--- src/rtl/decode_stage_if.sv ---
`default_nettype none
// ============================================================================
//  Module      : decode_stage_if
//  Description : Bundle of every non-clock signal of the RV32I decode stage:
//                fetch-side valid/ready input, flush, writeback port and
//                execute-side valid/ready output with the decoded fields.
//                master : the environment (fetch, writeback, execute)
//                slave  : the decode stage itself
//  Ports       : in_valid/in_ready/in_instr/in_pc  - fetch handshake
//                flush                             - kill held + incoming
//                wb_en/wb_addr/wb_data             - register write port
//                out_valid/out_ready + out_*       - execute handshake
//  Revision    : 1.0 - initial release
// ============================================================================
interface decode_stage_if #(
  parameter int DATA_W = 32,
  parameter int ADDR_W = 5
);
  logic              in_valid;
  logic              in_ready;
  logic [31:0]       in_instr;
  logic [DATA_W-1:0] in_pc;
  logic              flush;
  logic              wb_en;
  logic [ADDR_W-1:0] wb_addr;
  logic [DATA_W-1:0] wb_data;
  logic              out_valid;
  logic              out_ready;
  logic [DATA_W-1:0] out_pc;
  logic [DATA_W-1:0] out_rs1_data;
  logic [DATA_W-1:0] out_rs2_data;
  logic [ADDR_W-1:0] out_rs1_addr;
  logic [ADDR_W-1:0] out_rs2_addr;
  logic [ADDR_W-1:0] out_rd_addr;
  logic [6:0]        out_opcode;
  logic [2:0]        out_funct3;
  logic [6:0]        out_funct7;
  logic [DATA_W-1:0] out_imm;

  modport master (
    output in_valid, in_instr, in_pc, flush, wb_en, wb_addr, wb_data, out_ready,
    input  in_ready, out_valid, out_pc, out_rs1_data, out_rs2_data,
           out_rs1_addr, out_rs2_addr, out_rd_addr, out_opcode, out_funct3,
           out_funct7, out_imm
  );

  modport slave (
    input  in_valid, in_instr, in_pc, flush, wb_en, wb_addr, wb_data, out_ready,
    output in_ready, out_valid, out_pc, out_rs1_data, out_rs2_data,
           out_rs1_addr, out_rs2_addr, out_rd_addr, out_opcode, out_funct3,
           out_funct7, out_imm
  );
endinterface
`default_nettype wire

--- src/rtl/decode_stage.sv ---
`default_nettype none
// ============================================================================
//  Module      : decode_stage
//  Description : Registered RV32I decode stage. Holds the integer register
//                file (entry 0 hardwired to zero), decodes the instruction
//                fields and sign-extended immediate, reads both operands with
//                same-cycle writeback bypass and presents the result through
//                a valid/ready pipeline register with stall and flush.
//  Ports       : clk  - rising-edge clock
//                rst  - asynchronous active-high reset
//                bus  - decode_stage_if.slave (fetch, writeback, execute)
//  Revision    : 1.0 - initial release
// ============================================================================
module decode_stage #(
  parameter int DATA_W = 32,
  parameter int ADDR_W = 5
) (
  input  logic           clk,
  input  logic           rst,
  decode_stage_if.slave  bus
);

  localparam int c_NUM_REGS = 2 ** ADDR_W;

  localparam logic [6:0] c_OP_IMM    = 7'b0010011;
  localparam logic [6:0] c_OP_LOAD   = 7'b0000011;
  localparam logic [6:0] c_OP_JALR   = 7'b1100111;
  localparam logic [6:0] c_OP_STORE  = 7'b0100011;
  localparam logic [6:0] c_OP_BRANCH = 7'b1100011;
  localparam logic [6:0] c_OP_LUI    = 7'b0110111;
  localparam logic [6:0] c_OP_AUIPC  = 7'b0010111;
  localparam logic [6:0] c_OP_JAL    = 7'b1101111;

  // --------------------------------------------------------------------------
  // Register file
  // --------------------------------------------------------------------------
  logic [DATA_W-1:0] r_regs [c_NUM_REGS];
  logic              w_wb_live;

  // A write to x0 is dropped everywhere: storage, bypass and refresh.
  assign w_wb_live = bus.wb_en && (bus.wb_addr != '0);

  always_ff @(posedge clk or posedge rst) begin
    if (rst) begin
      for (int i = 0; i < c_NUM_REGS; i++) begin
        r_regs[i] <= '0;
      end
    end else if (w_wb_live) begin
      r_regs[bus.wb_addr] <= bus.wb_data;
    end
  end

  // --------------------------------------------------------------------------
  // Field decode
  // --------------------------------------------------------------------------
  logic [ADDR_W-1:0] w_rs1_addr;
  logic [ADDR_W-1:0] w_rs2_addr;
  logic [ADDR_W-1:0] w_rd_addr;
  logic [6:0]        w_opcode;

  // Size casts zero-extend or truncate the 5-bit fields to ADDR_W.
  assign w_rs1_addr = ADDR_W'(bus.in_instr[19:15]);
  assign w_rs2_addr = ADDR_W'(bus.in_instr[24:20]);
  assign w_rd_addr  = ADDR_W'(bus.in_instr[11:7]);
  assign w_opcode   = bus.in_instr[6:0];

  // --------------------------------------------------------------------------
  // Operand read with write-first bypass
  // --------------------------------------------------------------------------
  logic [DATA_W-1:0] w_rs1_data;
  logic [DATA_W-1:0] w_rs2_data;

  always_comb begin
    w_rs1_data = '0;
    if (w_rs1_addr != '0) begin
      if (w_wb_live && (bus.wb_addr == w_rs1_addr)) begin
        w_rs1_data = bus.wb_data;
      end else begin
        w_rs1_data = r_regs[w_rs1_addr];
      end
    end
  end

  always_comb begin
    w_rs2_data = '0;
    if (w_rs2_addr != '0) begin
      if (w_wb_live && (bus.wb_addr == w_rs2_addr)) begin
        w_rs2_data = bus.wb_data;
      end else begin
        w_rs2_data = r_regs[w_rs2_addr];
      end
    end
  end

  // --------------------------------------------------------------------------
  // Immediate generation: formed at 32 bits, then sign-extended to DATA_W
  // --------------------------------------------------------------------------
  logic signed [31:0] w_imm32;
  logic [DATA_W-1:0]  w_imm;

  always_comb begin
    w_imm32 = '0;
    case (w_opcode)
      c_OP_IMM, c_OP_LOAD, c_OP_JALR:
        w_imm32 = {{20{bus.in_instr[31]}}, bus.in_instr[31:20]};
      c_OP_STORE:
        w_imm32 = {{20{bus.in_instr[31]}}, bus.in_instr[31:25], bus.in_instr[11:7]};
      c_OP_BRANCH:
        w_imm32 = {{20{bus.in_instr[31]}}, bus.in_instr[7], bus.in_instr[30:25],
                   bus.in_instr[11:8], 1'b0};
      c_OP_LUI, c_OP_AUIPC:
        w_imm32 = {bus.in_instr[31:12], 12'b0};
      c_OP_JAL:
        w_imm32 = {{12{bus.in_instr[31]}}, bus.in_instr[19:12], bus.in_instr[20],
                   bus.in_instr[30:21], 1'b0};
      default:
        w_imm32 = '0;
    endcase
  end

  // Signed source, so the size cast replicates bit 31 upward.
  assign w_imm = DATA_W'(w_imm32);

  // --------------------------------------------------------------------------
  // Pipeline register
  // --------------------------------------------------------------------------
  logic              r_out_valid;
  logic [DATA_W-1:0] r_out_pc;
  logic [DATA_W-1:0] r_out_rs1_data;
  logic [DATA_W-1:0] r_out_rs2_data;
  logic [ADDR_W-1:0] r_out_rs1_addr;
  logic [ADDR_W-1:0] r_out_rs2_addr;
  logic [ADDR_W-1:0] r_out_rd_addr;
  logic [6:0]        r_out_opcode;
  logic [2:0]        r_out_funct3;
  logic [6:0]        r_out_funct7;
  logic [DATA_W-1:0] r_out_imm;

  logic w_in_ready;
  logic w_accept;

  // Depends only on the output side, so no in_valid -> in_ready path exists.
  assign w_in_ready = !r_out_valid || bus.out_ready;
  assign w_accept   = bus.in_valid && w_in_ready;

  always_ff @(posedge clk or posedge rst) begin
    if (rst) begin
      r_out_valid    <= 1'b0;
      r_out_pc       <= '0;
      r_out_rs1_data <= '0;
      r_out_rs2_data <= '0;
      r_out_rs1_addr <= '0;
      r_out_rs2_addr <= '0;
      r_out_rd_addr  <= '0;
      r_out_opcode   <= '0;
      r_out_funct3   <= '0;
      r_out_funct7   <= '0;
      r_out_imm      <= '0;
    end else if (bus.flush) begin
      // Held instruction is dropped (or consumed if out_ready) and the
      // incoming one is discarded; fields are left as they were.
      r_out_valid <= 1'b0;
    end else if (w_accept) begin
      r_out_valid    <= 1'b1;
      r_out_pc       <= bus.in_pc;
      r_out_rs1_data <= w_rs1_data;
      r_out_rs2_data <= w_rs2_data;
      r_out_rs1_addr <= w_rs1_addr;
      r_out_rs2_addr <= w_rs2_addr;
      r_out_rd_addr  <= w_rd_addr;
      r_out_opcode   <= w_opcode;
      r_out_funct3   <= bus.in_instr[14:12];
      r_out_funct7   <= bus.in_instr[31:25];
      r_out_imm      <= w_imm;
    end else if (bus.out_ready && !bus.in_valid) begin
      r_out_valid <= 1'b0;
    end else if (r_out_valid && !bus.out_ready) begin
      // A writeback landing while stalled must not leave stale operands.
      if (w_wb_live && (bus.wb_addr == r_out_rs1_addr)) begin
        r_out_rs1_data <= bus.wb_data;
      end
      if (w_wb_live && (bus.wb_addr == r_out_rs2_addr)) begin
        r_out_rs2_data <= bus.wb_data;
      end
    end
  end

  assign bus.in_ready     = w_in_ready;
  assign bus.out_valid    = r_out_valid;
  assign bus.out_pc       = r_out_pc;
  assign bus.out_rs1_data = r_out_rs1_data;
  assign bus.out_rs2_data = r_out_rs2_data;
  assign bus.out_rs1_addr = r_out_rs1_addr;
  assign bus.out_rs2_addr = r_out_rs2_addr;
  assign bus.out_rd_addr  = r_out_rd_addr;
  assign bus.out_opcode   = r_out_opcode;
  assign bus.out_funct3   = r_out_funct3;
  assign bus.out_funct7   = r_out_funct7;
  assign bus.out_imm      = r_out_imm;

endmodule
`default_nettype wire

--- src/flat_wrapper.sv ---
// flat-port wrapper written by rule: the top's interface ports become plain ports
module decode_stage_flat 
#(
  parameter int DATA_W = 32,
  parameter int ADDR_W = 5
)
  (clk, rst, bus_in_valid, bus_in_instr, bus_in_pc, bus_flush, bus_wb_en, bus_wb_addr, bus_wb_data, bus_out_ready, bus_in_ready, bus_out_valid, bus_out_pc, bus_out_rs1_data, bus_out_rs2_data, bus_out_rs1_addr, bus_out_rs2_addr, bus_out_rd_addr, bus_out_opcode, bus_out_funct3, bus_out_funct7, bus_out_imm);
  decode_stage_if #(.DATA_W(DATA_W), .ADDR_W(ADDR_W)) bus_i ();
  input  logic clk;
  input  logic rst;
  input wire logic [$bits(bus_i.in_valid)-1:0] bus_in_valid;
  input wire logic [$bits(bus_i.in_instr)-1:0] bus_in_instr;
  input wire logic [$bits(bus_i.in_pc)-1:0] bus_in_pc;
  input wire logic [$bits(bus_i.flush)-1:0] bus_flush;
  input wire logic [$bits(bus_i.wb_en)-1:0] bus_wb_en;
  input wire logic [$bits(bus_i.wb_addr)-1:0] bus_wb_addr;
  input wire logic [$bits(bus_i.wb_data)-1:0] bus_wb_data;
  input wire logic [$bits(bus_i.out_ready)-1:0] bus_out_ready;
  output wire logic [$bits(bus_i.in_ready)-1:0] bus_in_ready;
  output wire logic [$bits(bus_i.out_valid)-1:0] bus_out_valid;
  output wire logic [$bits(bus_i.out_pc)-1:0] bus_out_pc;
  output wire logic [$bits(bus_i.out_rs1_data)-1:0] bus_out_rs1_data;
  output wire logic [$bits(bus_i.out_rs2_data)-1:0] bus_out_rs2_data;
  output wire logic [$bits(bus_i.out_rs1_addr)-1:0] bus_out_rs1_addr;
  output wire logic [$bits(bus_i.out_rs2_addr)-1:0] bus_out_rs2_addr;
  output wire logic [$bits(bus_i.out_rd_addr)-1:0] bus_out_rd_addr;
  output wire logic [$bits(bus_i.out_opcode)-1:0] bus_out_opcode;
  output wire logic [$bits(bus_i.out_funct3)-1:0] bus_out_funct3;
  output wire logic [$bits(bus_i.out_funct7)-1:0] bus_out_funct7;
  output wire logic [$bits(bus_i.out_imm)-1:0] bus_out_imm;
  assign bus_i.in_valid = bus_in_valid;
  assign bus_i.in_instr = bus_in_instr;
  assign bus_i.in_pc = bus_in_pc;
  assign bus_i.flush = bus_flush;
  assign bus_i.wb_en = bus_wb_en;
  assign bus_i.wb_addr = bus_wb_addr;
  assign bus_i.wb_data = bus_wb_data;
  assign bus_i.out_ready = bus_out_ready;
  assign bus_in_ready = bus_i.in_ready;
  assign bus_out_valid = bus_i.out_valid;
  assign bus_out_pc = bus_i.out_pc;
  assign bus_out_rs1_data = bus_i.out_rs1_data;
  assign bus_out_rs2_data = bus_i.out_rs2_data;
  assign bus_out_rs1_addr = bus_i.out_rs1_addr;
  assign bus_out_rs2_addr = bus_i.out_rs2_addr;
  assign bus_out_rd_addr = bus_i.out_rd_addr;
  assign bus_out_opcode = bus_i.out_opcode;
  assign bus_out_funct3 = bus_i.out_funct3;
  assign bus_out_funct7 = bus_i.out_funct7;
  assign bus_out_imm = bus_i.out_imm;
  decode_stage #(.DATA_W(DATA_W), .ADDR_W(ADDR_W)) u_core (.clk(clk), .rst(rst), .bus(bus_i));
endmodule
--- config.mk ---
export PLATFORM = sky130hd
export DESIGN_NAME = decode_stage_flat
export DESIGN_NICKNAME = d
export VERILOG_FILES = /design/src/rtl/decode_stage_if.sv /design/src/rtl/decode_stage.sv /design/src/flat_wrapper.sv
export SDC_FILE = /design/constraint.sdc
export NUM_CORES = 2
export LEC_CHECK = 0
export ABC_CLOCK_PERIOD_IN_PS = 65200
export CAP_MARGIN = 15
export CORE_AREA = 2 2 375 377
export CTS_CLUSTER_SIZE = 8
export DETAILED_ROUTE_END_ITERATION = 8
export DIE_AREA = 0 0 377 379
export GPL_TIMING_DRIVEN = 0
export RECOVER_POWER = 50
export REMOVE_ABC_BUFFERS = 1
export SYNTH_ARGS = -nofsm -noshare
export SYNTH_HDL_FRONTEND = slang
export SYNTH_SLANG_ARGS = --single-unit
--- constraint.sdc ---
create_clock -name clk -period 65.2 [get_ports clk]
set_input_delay 19.56 -clock clk [delete_from_list [all_inputs] [get_ports clk]]
set_output_delay 19.56 -clock clk [all_outputs]
set_load 0.02 [all_outputs]
# After elaboration in Yosys (flattened, before gate mapping)

Index checks and enable logic that the tools add are counted.

Register bits after elaboration: 1185
Output and inout port bits: 162

$lt $le $gt $ge: 4
Eq/ne operators: 13
Multiplexer cells: 25
Bitwise gates (word level): 4
Reduce and logical (&&, ||, !) cells: 25

Operators by type and width:

| kind                 | count |
|---|---|
| $bwmux W1024         | 1 |
| $mux W32             | 17 |
| $bmux W32 S5         | 2 |
| $demux W32 S5        | 1 |
| $pmux W32 S5         | 1 |
| $eq A7 B7 Y1 const B | 3 |
| $eq A5 B5 Y1         | 4 |
| $ge A6 B6 Y1 const B | 3 |
| $not A5 Y6           | 3 |
| $reduce_bool A5 Y1   | 3 |
| $eq A7 B5 Y1 const B | 2 |
| $eq A7 B6 Y1 const B | 2 |
| $logic_and A1 B1 Y1  | 9 |
| $reduce_and A4 Y1    | 2 |
| $eq A7 B2 Y1 const B | 1 |
| $lt A6 B1 Y1 const B | 1 |
| $reduce_bool A2 Y1   | 3 |
| $logic_not A1 Y1     | 3 |
| $mux W1              | 3 |
| $reduce_bool A3 Y1   | 1 |
| $reduce_or A3 Y1     | 1 |
| $ne A2 B1 Y1 const B | 1 |
| $reduce_and A2 Y1    | 1 |
| $reduce_or A2 Y1     | 1 |
| 2 further kinds      | 2 |

# Logic depth before layout (Yosys ltp)

Depth in word-level cells: 7
Gate-level depth with buffers: 10

# Least setup slack after synthesis

Ideal clock, no wire load.

Path kind: input -> output
From: input port bus_out_ready
To: output port bus_in_ready
Arrival time: 19929 ps
Required time: 45640 ps
Slack: 25711 ps
Stages: 2
Buffers on the path: 0
Path through: and2b_1 > inv_1

Cells in the longest elaborated chain, start to end: 1

RTL lines:

| item               | RTL line            | RTL |
|---|---|---|
| from (decl)        | flat_wrapper.sv:18  | `input wire logic [$bits(bus_i.out_ready)-1:0] bus_out_ready;` |
| $logic_or A1 B1 Y1 | decode_stage.sv:143 | `assign w_in_ready = !r_out_valid \|\| bus.out_ready;` |
| to (decl)          | flat_wrapper.sv:19  | `output wire logic [$bits(bus_i.in_ready)-1:0] bus_in_ready;` |

No other way between the ends.

# Worst setup path in the final report

Ends and elaborated chain as after synthesis.

==> metrics <==
status complete, but fails checks; violated checks capacitance limit, slew limit; Initial DRC Count 3,465; H-tree levels 4; Final Cell Area 0.07175 mm^2; Critical Path RT 45.64 ns; Setup violations, final 0; maximum clock path buffer count 3; Worst Hold Path Cells 0; CP Launch Point bus_out_ready; Core ar. 0.1388 mm^2; fin. max-slew vios 1,134; final core utilization 51.68%; critical-path cell list dlygate4sd3_1, and2b_1, inv_1, clkdlybuf4s50_1; first-pass GRT wire length 287,000 um; Cell variety after synth 64; synthesized flop and latch total 1,185; RSZ-0062 raised after global routing no; Residual DRC 0; Clock transition at path regs 0.05 ns; DR vias/cell 6.364; syn avg cell area 13.91 um^2; Final ANT Viol Nets 0; initial antenna violation count 9; Starting Density 44.72%; total wire length 195,800 um; IO buf count 268; Die H 379 um; Area Growth Syn to Fin 15.56%; global route total overflow 0; vias in the first global route 41,535; crit path max fanout 5; IO Count 269; reg-to-reg endpoint u_core.bus.out_rs1_data[11]; clk_skew 0.02622 ns; First-pass DRT Iterations 5; fillcell total 11,751; CP Class input port to output port; Max Cap Violations 28; largest net degree at the start of global routing 128; EDFF count, synth 0; CTS tree yes; total power 0.002199 W; CTS Buf Count 166; dpl cell area 0.06744 mm^2; CTS Hold Bufs 0; post-synthesis async set-or-reset flop share 100.0%; CP Launch Type input port; layout cells sized above 1 39.65%; Power Density 30.65 mW/mm^2; Rows 137; Seq/Total Area, Yosys 47.76%; Gate Count Post-Synth 4,463; leakage power 31.09 nW; worst reg-to-reg setup slack 59.80 ns; Hold Vio Cnt, Final 0; Peak VDD IR 0.00002275 V; worst-margin pin slew 6.716 ns; DIE WIDTH 377 um; most common flop cell mapped by yosys dfrtp_1; Post-CTS Setup Bufs 0; die area 0.1429 mm^2; worst-skew pair later-pin latency 0.80 ns; Slowest cell on crit path clkdlybuf4s50_1; vias 40,600; Setup crit end kind output port; post-CTS sizing 0; worst r2r path cells 6; average wire per standard cell 30.69 um; clock root buffer clkbuf_16; RePlAce Congestion 0.7432; Critical R2R Launch u_core.bus.out_valid; worst hold path type register to register; fin crit share 62.44%; fmax 0.02456 GHz; Tmin final 40.71 ns; final-stage net count 4,658; GRT Util Overall 27.57%; CTS sink cnt 1,185; Critical Path Sink bus_in_ready; CP Data Arrival Time 21.15 ns; Largest stage delay, worst path 0.64 ns; Worst slew margin -347.7%; DP HPWL 113,600 um; Synth warnings 0; cell area after synthesis 0.06209 mm^2
routing by layer:
layer | wire, um | GRT usage [%] | vias up
met5 | 49 | 0 | -
li1 | - | - | 16956
met4 | 6508 | 9.645 | 8
met2 | 90700 | 43.27 | 1532
met3 | 15440 | 6.207 | 397
met1 | 83100 | 37.78 | 21707
where the power goes:
group | switching [W] | internal (W) | leakage, nW
Sequential | 0.0000953 | 0.000873 | 15.1
Combinational | 0.000191 | 0.000261 | 13.8
Clock | 0.000319 | 0.000460 | 2.17
area by class of cell:
type / count / area (um^2) / area share [%]
Multi-Input combinational cell: 2803 / 30290 / 42.22
Clock inverter: 8 / 113.9 / 0.1587
Tap cell: 1807 / 2261 / 3.151
Timing Repair Buffer: 389 / 5074 / 7.071
Clock buffer: 177 / 4312 / 6.009
Antenna cell: 5 / 12.51 / 0.01744
Inverter: 6 / 31.28 / 0.04360
Sequential cell: 1185 / 29650 / 41.33
layout by cell type (no fill, tap or decap), drive strengths merged, types with 41 or more instances in the layout:
cell              n
clkbuf          206
a22oi            41
o22ai            56
nor2            135
buf              98
clkdlybuf4s50   111
nand2           353
mux2i           288
dlygate4sd3     151
mux4            458
dfrtp          1185
mux2           1010
o21ai           134
a21oi            59
registers in the layout (all words and copies together), names as in the netlist:
| signal | flops |
|---|---|
| u_core.bus.out_funct3 | 3 |
| u_core.bus.out_funct7 | 7 |
| u_core.bus.out_imm | 32 |
| u_core.bus.out_opcode | 7 |
| u_core.bus.out_pc | 32 |
| u_core.bus.out_rd_addr | 5 |
| u_core.bus.out_rs1_addr | 5 |
| u_core.bus.out_rs1_data | 32 |
| u_core.bus.out_rs2_addr | 5 |
| u_core.bus.out_rs2_data | 32 |
| u_core.bus.out_valid | 1 |
| u_core.r_regs | 1024 |
how the worst min path moves through the flow:
stage | startpoint | endpoint
floorplan | u_core.r_regs[1000] | u_core.r_regs[1000]
global placement | u_core.r_regs[1002] | u_core.r_regs[1002]
detailed placement | u_core.r_regs[1011] | u_core.r_regs[1011]
CTS | u_core.r_regs[995] | u_core.r_regs[995]
global route | u_core.r_regs[1010] | u_core.r_regs[1010]
finish | u_core.r_regs[995] | u_core.r_regs[995]
metrics by stage:
step	hold slack, ns	setup TNS [ns]	instances	setup WS (ns)
global route	0.4003	0	6376	24.42
finish	0.3895	0	6380	24.49
CTS	0.3939	0	6353	24.54
floorplan	0.3653	0	3994	12.26
global placement	0.3763	-3136.27	6069	-2.857
detailed placement	0.3833	0	6168	24.55
logic make-up (layout without fill, tap and decap cells):
family,Yosys count,count (layout),share of synthesized area [%]
mux,1756,1756,39.57
flops,1185,1185,47.76
simple gates,611,611,4.210
buf+inv,475,580,3.672
compound gates,416,416,4.502
xor+xnor,20,20,0.2821
other cells,0,5,0
critical path, delay by kind of cell:
kind	cells	cell delay (ns)
buffers and inverters	3	1.32
AND/OR/NAND/NOR	1	0.26
Yosys cell counts, types with 9 or more instances:
master	count	area (um^2)
xor2_1	14	122.6
mux4_2	458	10310
mux2_2	1010	11370
o22ai_1	56	350.3
a21oi_1	57	285.3
a221oi_1	9	78.83
buf_4	38	285.3
nor3_1	22	110.1
o21ai_1	9	45.04
o21ai_0	125	625.6
buf_2	151	755.7
clkbuf_1	201	754.5
buf_6	19	214.0
a22oi_1	41	307.8
buf_1	58	217.7
nand3_1	22	110.1
nor4_1	26	162.7
nor2_1	134	503.0
a31oi_1	11	68.82
a221oi_2	20	300.3
nand2_1	352	1321
mux2i_1	288	2883
a211oi_1	31	232.7
dfrtp_1	1185	29650
Note: power is estimated with default switching activity, not from simulation.
